`src/rtl/muldiv_pkg.sv`:
```
// Shared types for the multi-cycle multiply/divide engine.
// Optional feature macro used by this block: MULDIV_EARLY_OUT_EN.
package muldiv_pkg;

    typedef enum logic [1:0] {
        OP_MULT  = 2'b00,
        OP_MULTU = 2'b01,
        OP_DIV   = 2'b10,
        OP_DIVU  = 2'b11
    } muldiv_op_t;

    typedef enum logic [1:0] {
        IDLE  = 2'b00,
        RUN   = 2'b01,
        FIXUP = 2'b10,
        DONE  = 2'b11
    } muldiv_state_t;

    localparam int MULDIV_WIDTH = 32;
    localparam int CNT_W        = $clog2(MULDIV_WIDTH + 1);

    function automatic logic op_is_div(input muldiv_op_t op);
        return op[1];
    endfunction

    function automatic logic op_is_signed(input muldiv_op_t op);
        return ~op[0];
    endfunction

endpackage

```
`src/rtl/muldiv_step.sv`:
```
// One iteration of the engine: shift-add multiply step or restoring-division step.
// acc holds {partial product, multiplier} for MUL and {remainder, dividend/quotient} for DIV.
module muldiv_step
    import muldiv_pkg::*;
#(
    parameter int WIDTH = MULDIV_WIDTH
) (
    input  logic               is_div,
    input  logic [2*WIDTH-1:0] acc,
    input  logic [WIDTH-1:0]   opnd,
    output logic [2*WIDTH-1:0] acc_next
);

    logic [WIDTH:0] sum;
    logic [WIDTH:0] trial;
    logic [WIDTH:0] diff;
    logic           fits;

    always_comb begin
        sum   = {1'b0, acc[2*WIDTH-1:WIDTH]} + (acc[0] ? {1'b0, opnd} : {(WIDTH+1){1'b0}});
        trial = {acc[2*WIDTH-1:WIDTH], acc[WIDTH-1]};
        // Unsigned compare rather than the borrow bit, so a zero divisor still yields all-ones
        fits  = (trial >= {1'b0, opnd});
        diff  = trial - {1'b0, opnd};
        if (!is_div) begin
            acc_next = {sum, acc[WIDTH-1:1]};
        end else if (fits) begin
            acc_next = {diff[WIDTH-1:0], acc[WIDTH-2:0], 1'b1};
        end else begin
            acc_next = {trial[WIDTH-1:0], acc[WIDTH-2:0], 1'b0};
        end
    end

endmodule

```
`src/rtl/muldiv_sequencer.sv`:
```
// MULT/MULTU/DIV/DIVU sequencer with CPU stall control and {hi,lo} write strobe.
// Define MULDIV_EARLY_OUT_EN to finish multiplies early and skip iteration for divide-by-zero.
module muldiv_sequencer
    import muldiv_pkg::*;
#(
    parameter int WIDTH = MULDIV_WIDTH
) (
    input  logic             clk,
    input  logic             reset,
    input  logic             clk_enable,
    input  logic             start,
    input  logic [1:0]       op,
    input  logic [WIDTH-1:0] operand_a,
    input  logic [WIDTH-1:0] operand_b,
    output logic             busy,
    output logic             stall,
    output logic             done,
    output logic             hi_lo_wren,
    output logic [WIDTH-1:0] hi,
    output logic [WIDTH-1:0] lo
);

    localparam int CW = $clog2(WIDTH + 1);

    muldiv_state_t      state_q, state_d;
    muldiv_op_t         op_in, op_q, op_d;
    logic [2*WIDTH-1:0] acc_q, acc_d, acc_step;
    logic [WIDTH-1:0]   opnd_q, opnd_d;
    logic [WIDTH-1:0]   hi_q, hi_d, lo_q, lo_d;
    logic [WIDTH-1:0]   a_mag, b_mag;
    logic               negq_q, negq_d, negr_q, negr_d;
    logic [CW-1:0]      cnt_q, cnt_d;
    logic               run_last;
    logic               early_mul;
    logic               skip_run;
    logic [WIDTH-1:0]   mplier_left;

    assign op_in = muldiv_op_t'(op);
    assign a_mag = (op_is_signed(op_in) && operand_a[WIDTH-1]) ? -operand_a : operand_a;
    assign b_mag = (op_is_signed(op_in) && operand_b[WIDTH-1]) ? -operand_b : operand_b;

    muldiv_step #(.WIDTH(WIDTH)) u_step (
        .is_div  (op_is_div(op_q)),
        .acc     (acc_q),
        .opnd    (opnd_q),
        .acc_next(acc_step)
    );

    // Multiplier bits not yet consumed sit in acc[WIDTH-1-cnt:0]
    assign mplier_left = acc_q[WIDTH-1:0] << cnt_q;
`ifdef MULDIV_EARLY_OUT_EN
    assign early_mul = !op_is_div(op_q) && (mplier_left == '0);
    assign skip_run  = (operand_b == '0);
`else
    assign early_mul = 1'b0;
    assign skip_run  = 1'b0;
`endif
    assign run_last = (cnt_q == CW'(WIDTH - 1)) || early_mul;

    always_ff @(posedge clk) begin
        if (reset) begin
            state_q <= IDLE;
        end else if (clk_enable) begin
            state_q <= state_d;
        end
    end

    always_comb begin
        state_d = state_q;
        case (state_q)
            IDLE:    if (start) state_d = skip_run ? FIXUP : RUN;
            RUN:     if (run_last) state_d = FIXUP;
            FIXUP:   state_d = DONE;
            default: state_d = IDLE;
        endcase
    end

    always_comb begin
        busy       = (state_q != IDLE);
        done       = (state_q == DONE);
        hi_lo_wren = done;
        stall      = (start && state_q == IDLE) || (busy && state_q != DONE);
    end

    always_comb begin
        op_d   = op_q;
        acc_d  = acc_q;
        opnd_d = opnd_q;
        negq_d = negq_q;
        negr_d = negr_q;
        cnt_d  = cnt_q;
        hi_d   = hi_q;
        lo_d   = lo_q;
        case (state_q)
            IDLE: begin
                cnt_d = '0;
                if (start) begin
                    op_d   = op_in;
                    opnd_d = op_is_div(op_in) ? b_mag : a_mag;
                    acc_d  = {{WIDTH{1'b0}}, (op_is_div(op_in) ? a_mag : b_mag)};
                    negq_d = op_is_signed(op_in) && (operand_a[WIDTH-1] ^ operand_b[WIDTH-1]);
                    negr_d = op_is_signed(op_in) && operand_a[WIDTH-1];
                    // Skipped divide-by-zero lands on the same values iteration would give
                    if (skip_run && op_is_div(op_in)) acc_d = {a_mag, {WIDTH{1'b1}}};
                end
            end
            RUN: begin
                cnt_d = cnt_q + CW'(1);
                acc_d = early_mul ? (acc_q >> (WIDTH - int'(cnt_q))) : acc_step;
            end
            FIXUP: begin
                if (!op_is_div(op_q)) begin
                    {hi_d, lo_d} = negq_q ? -acc_q : acc_q;
                end else begin
                    lo_d = negq_q ? -acc_q[WIDTH-1:0] : acc_q[WIDTH-1:0];
                    hi_d = negr_q ? -acc_q[2*WIDTH-1:WIDTH] : acc_q[2*WIDTH-1:WIDTH];
                end
            end
            default: ;
        endcase
    end

    always_ff @(posedge clk) begin
        if (reset) begin
            cnt_q <= '0;
            hi_q  <= '0;
            lo_q  <= '0;
        end else if (clk_enable) begin
            cnt_q <= cnt_d;
            hi_q  <= hi_d;
            lo_q  <= lo_d;
        end
    end

    always_ff @(posedge clk) begin
        if (clk_enable) begin
            op_q   <= op_d;
            acc_q  <= acc_d;
            opnd_q <= opnd_d;
            negq_q <= negq_d;
            negr_q <= negr_d;
        end
    end

    assign hi = hi_q;
    assign lo = lo_q;

endmodule
```
`config.mk`:
```
export PLATFORM = sky130hd
export DESIGN_NAME = muldiv_sequencer
export DESIGN_NICKNAME = d
export VERILOG_FILES = /design/src/rtl/muldiv_pkg.sv /design/src/rtl/muldiv_step.sv /design/src/rtl/muldiv_sequencer.sv
export SDC_FILE = /design/constraint.sdc
export NUM_CORES = 1
export LEC_CHECK = 0
export ABC_AREA = 1
export BUFFER_PORTS_ARGS = -buffer_cell sky130_fd_sc_hd__buf_2
export CAP_MARGIN = 10
export CORE_MARGIN = 3
export CORE_UTILIZATION = 55
export CTS_CLUSTER_SIZE = 14
export DETAILED_ROUTE_END_ITERATION = 8
export PLACE_DENSITY = 0.74
export SLEW_MARGIN = 20
export SYNTH_ARGS = -nofsm -noshare
export SYNTH_HDL_FRONTEND = slang
export SYNTH_SLANG_ARGS = --single-unit
export TNS_END_PERCENT = 50
```
`constraint.sdc`:
```
create_clock -name clk -period 5.9 [get_ports clk]
set_input_delay 0.59 -clock clk [delete_from_list [all_inputs] [get_ports clk]]
set_output_delay 0.59 -clock clk [all_outputs]
set_load 0.02 [all_outputs]
```
==> flow_summary.yaml <==
outcome:
  outcome: "finished clean"
floorplan:
  rows: 65
  fp.dieArea_mm2: 0.03442
  die-height_um: 185.5
  floorplan.initialDensity: 0.5604
  core_area_mm2: 0.03164
  die_x_um: 185.5
  ioPinCount: 138
sta:
  report.final.setup_viol: 0
  rsz_0062_raised_after_global_routing: "false"
  relSlewSlack: 0.3041
  drv_slew: 0
  fin_ws_ns: 2.098
  timing.hold.ws_ns: 0.4371
  fin_setup_tns_ns: 0
  post-route-period-util: 0.6444
  final_period_minus_worst_setup_slack_ns: 3.802
  worstMarginPinSlew_ns: 1.043
  hold_viol: 0
  finClkSkew_ns: 0.01751
  max_freq_ghz: 0.2630
clock_network:
  clock_insertion_delay_worst_skew_ns: 0.47
  cts_max_path_buffers: 2
  clk_root_buffer_cell: "sky130_fd_sc_hd__clkbuf_16"
  postCtsSetupRepairBufs: 0
  clkSlewWorstSetupHoldPaths_ns: 0.08
  h-tree-depth: 4
  ctsResizeCount: 0
  cts_buffers: 17
  number_of_hold_buffers_added_after_cts: 0
  count_of_clock_tree_sinks: 171
  tritoncts: "yes"
synthesis:
  synthesis.area_mm2: 0.01773
  postSynthAreaPerCell_um2: 5.898
  synth.net_count: 3151
  post_synthesis_sequential_element_count: 171
  synth_top_area_cell: "sky130_fd_sc_hd__nand2_1"
  synth_cells: 3006
  synth.yosys.warnings: 0
  synth_enable_flop_cells: 99
  postSynth.asyncResetShare: 0
  synthFlopType: "sky130_fd_sc_hd__edfxtp_1"
  unique_masters_post_synth: 48
  ys_seq_area_frac: 0.2490
  most_area_consuming_cells_after_synthesis: "sky130_fd_sc_hd__nand2_1 19%, sky130_fd_sc_hd__edfxtp_1 17%, sky130_fd_sc_hd__inv_1 9.5%"
  synth_top_area_frac: 0.1933
global_route:
  grt_start_max_net_pins: 96
  track_usage: 0.3865
  initial_antenna_violation_count: 1
  global_route.overflow_total: 0
  grt_first_pass_wirelength_mm: 102.2
  number_of_global_route_vias_before_repair: 18466
placed_design:
  hpwl_mm: 53.96
  dpl.cell_count: 3465
  place.gp.congestion: 1.055
  preCtsSetupSlack_ns: 2.311
  io_buffers: 137
detailed_routing:
  drt-initial-drc-count: 2560
  firstDrtPassIters: 7
  route.antenna.remaining_nets: 0
  dr_total_vias: 20376
  remaining_drc_errors: 0
  drt-wirelength-per-cell_um: 19.37
  finalWirelength_mm: 67.75
  routed_via_density: 5.825
flow_run:
  timing.max_cap.violations: 0
final_layout:
  fin_cells: 3498
  most_common_library_cell_in_the_layout_ignoring_fill_and_taps: "sky130_fd_sc_hd__nand2_1"
  layout-drive-gt1-share: 0.08107
  syn_to_final_growth_pct: 8.349
  multi_input_area_mm2: 0.01118
  layout.area.seq_mm2: 0.004414
  final_net_count: 3228
  fillCellCount: 3159
  diodes: 0
  layout.cells.most_common_list: "913 x sky130_fd_sc_hd__nand2_1, 446 x sky130_fd_sc_hd__inv_1, 386 x sky130_fd_sc_hd__nor2_1"
critical_path:
  worst_setup_path_end_kind: "flip-flop"
  critPathLaunchType: "flip-flop"
  cp.required_ns: 6.24
  timing.critical_path.arrival_ns: 4.14
  cp_max_fo: 29
  timing_worst_setup_path_type: "reg2reg"
pwr:
  power_leakage_nw: 10.05
  power.ir.vdd_worst_uv: 250.2
  power_per_cell_area_mw_per_mm2: 248.9
worst_hold_path:
  worst_min_path_class: "in2reg"
## critical path, cell delays in order (launching register included)
cell	delay, ns
sky130_fd_sc_hd__edfxtp_1	0.62
sky130_fd_sc_hd__ha_1	0.47
sky130_fd_sc_hd__nand2_1	0.12
sky130_fd_sc_hd__nor2_1	0.23
sky130_fd_sc_hd__nand2_1	0.11
sky130_fd_sc_hd__nor3_1	0.30
sky130_fd_sc_hd__nand2_2	0.48
sky130_fd_sc_hd__a21oi_2	0.89
sky130_fd_sc_hd__nand2_1	0.18
sky130_fd_sc_hd__nand3_1	0.12
sky130_fd_sc_hd__nand2_1	0.05
sky130_fd_sc_hd__inv_1	0.07
## metal layers
layer / vias to the layer above / global-route usage / part of all wire
met5: - / 0 / 0.00013
met4: 2 / 0.1880 / 0.058
met3: 208 / 0.07504 / 0.11
met2: 1234 / 0.6130 / 0.44
met1: 9161 / 0.5075 / 0.40
li1: 9771 / - / -
## state kept, by name (all words and copies together) (netlist names)
name,cells
state_q,2
negr_q,1
acc_q,64
cnt_q,6
lo,32
hi,32
opnd_q,32
op_q,1
negq_q,1
## metrics by stage
| step | power (W) | utilization | instance area (µm²) |
|---|---|---|---|
| 6_report | 0.004781 | 0.6072 | 19210 |
| 5_1_grt | 0.005031 | 0.6072 | 19210 |
| 4_1_cts | 0.004703 | 0.6065 | 19190 |
| 3_5_place_dp | 0.003579 | 0.5881 | 18600 |
| 3_3_place_gp | 0.003561 | 0.5881 | 18600 |
| 2_1_floorplan | 0.002939 | - | 17730 |
## layout make-up
cell class | instances | share of cell area
flip-flops and latches | 171 | 0.2298
multi-input cells | 2284 | 0.5818
clock buffers | 17 | 0.02215
well taps | 402 | 0.02619
clock inverters | 15 | 0.008273
repair buffers | 153 | 0.04260
inverters | 456 | 0.08917
## power breakdown
part,switching [W],internal (W)
Clock,0.000577,0.000563
Combinational,0.00143,0.000606
Sequential,0.000181,0.00143
## cells in the mapped netlist, types with 6 or more instances
cell	n
sky130_fd_sc_hd__nand2_2	12
sky130_fd_sc_hd__a21oi_2	9
sky130_fd_sc_hd__nand3b_1	16
sky130_fd_sc_hd__o21bai_1	7
sky130_fd_sc_hd__buf_2	10
sky130_fd_sc_hd__nor2_1	388
sky130_fd_sc_hd__o21a_1	8
sky130_fd_sc_hd__o21ai_0	180
sky130_fd_sc_hd__o221ai_1	7
sky130_fd_sc_hd__a21oi_1	140
sky130_fd_sc_hd__inv_1	449
sky130_fd_sc_hd__a31oi_1	15
sky130_fd_sc_hd__nor2_2	17
sky130_fd_sc_hd__or2_2	10
sky130_fd_sc_hd__edfxtp_1	99
sky130_fd_sc_hd__nand2_1	913
sky130_fd_sc_hd__xnor2_1	8
sky130_fd_sc_hd__o21ai_1	10
sky130_fd_sc_hd__buf_6	8
sky130_fd_sc_hd__clkbuf_1	61
sky130_fd_sc_hd__nand4_1	58
sky130_fd_sc_hd__o22ai_1	6
sky130_fd_sc_hd__xor2_1	87
sky130_fd_sc_hd__ha_1	73
sky130_fd_sc_hd__nor3_1	29
sky130_fd_sc_hd__o211ai_1	13
sky130_fd_sc_hd__nand3_1	248
sky130_fd_sc_hd__dfxtp_1	72
sky130_fd_sc_hd__buf_1	14
## final timing paths
check                                              from                       to  slack, ns  cells after the start
worst max-delay path            acc_q[48]$_SDFFCE_PN0P_  acc_q[45]$_SDFFCE_PN0P_       2.10                     11
worst min-delay path                              op[0]         negq_q$_DFFE_PP_       0.44                      2
worst max register to register  acc_q[48]$_SDFFCE_PN0P_  acc_q[45]$_SDFFCE_PN0P_       2.10                     11
worst min register to register      lo[26]$_SDFFE_PP0P_      lo[26]$_SDFFE_PP0P_       0.50                      2
## cells by family after synthesis
logic type | after synthesis | synth area share
AO/OA/AOI/OAI | 406 | 0.1256
XOR/XNOR | 95 | 0.04693
adder cells (fa/ha/maj) | 75 | 0.05378
buffers and inverters | 551 | 0.1212
flip-flops | 171 | 0.2490
AND/OR/NAND/NOR | 1708 | 0.4035
(Power assumes the default switching activity.)
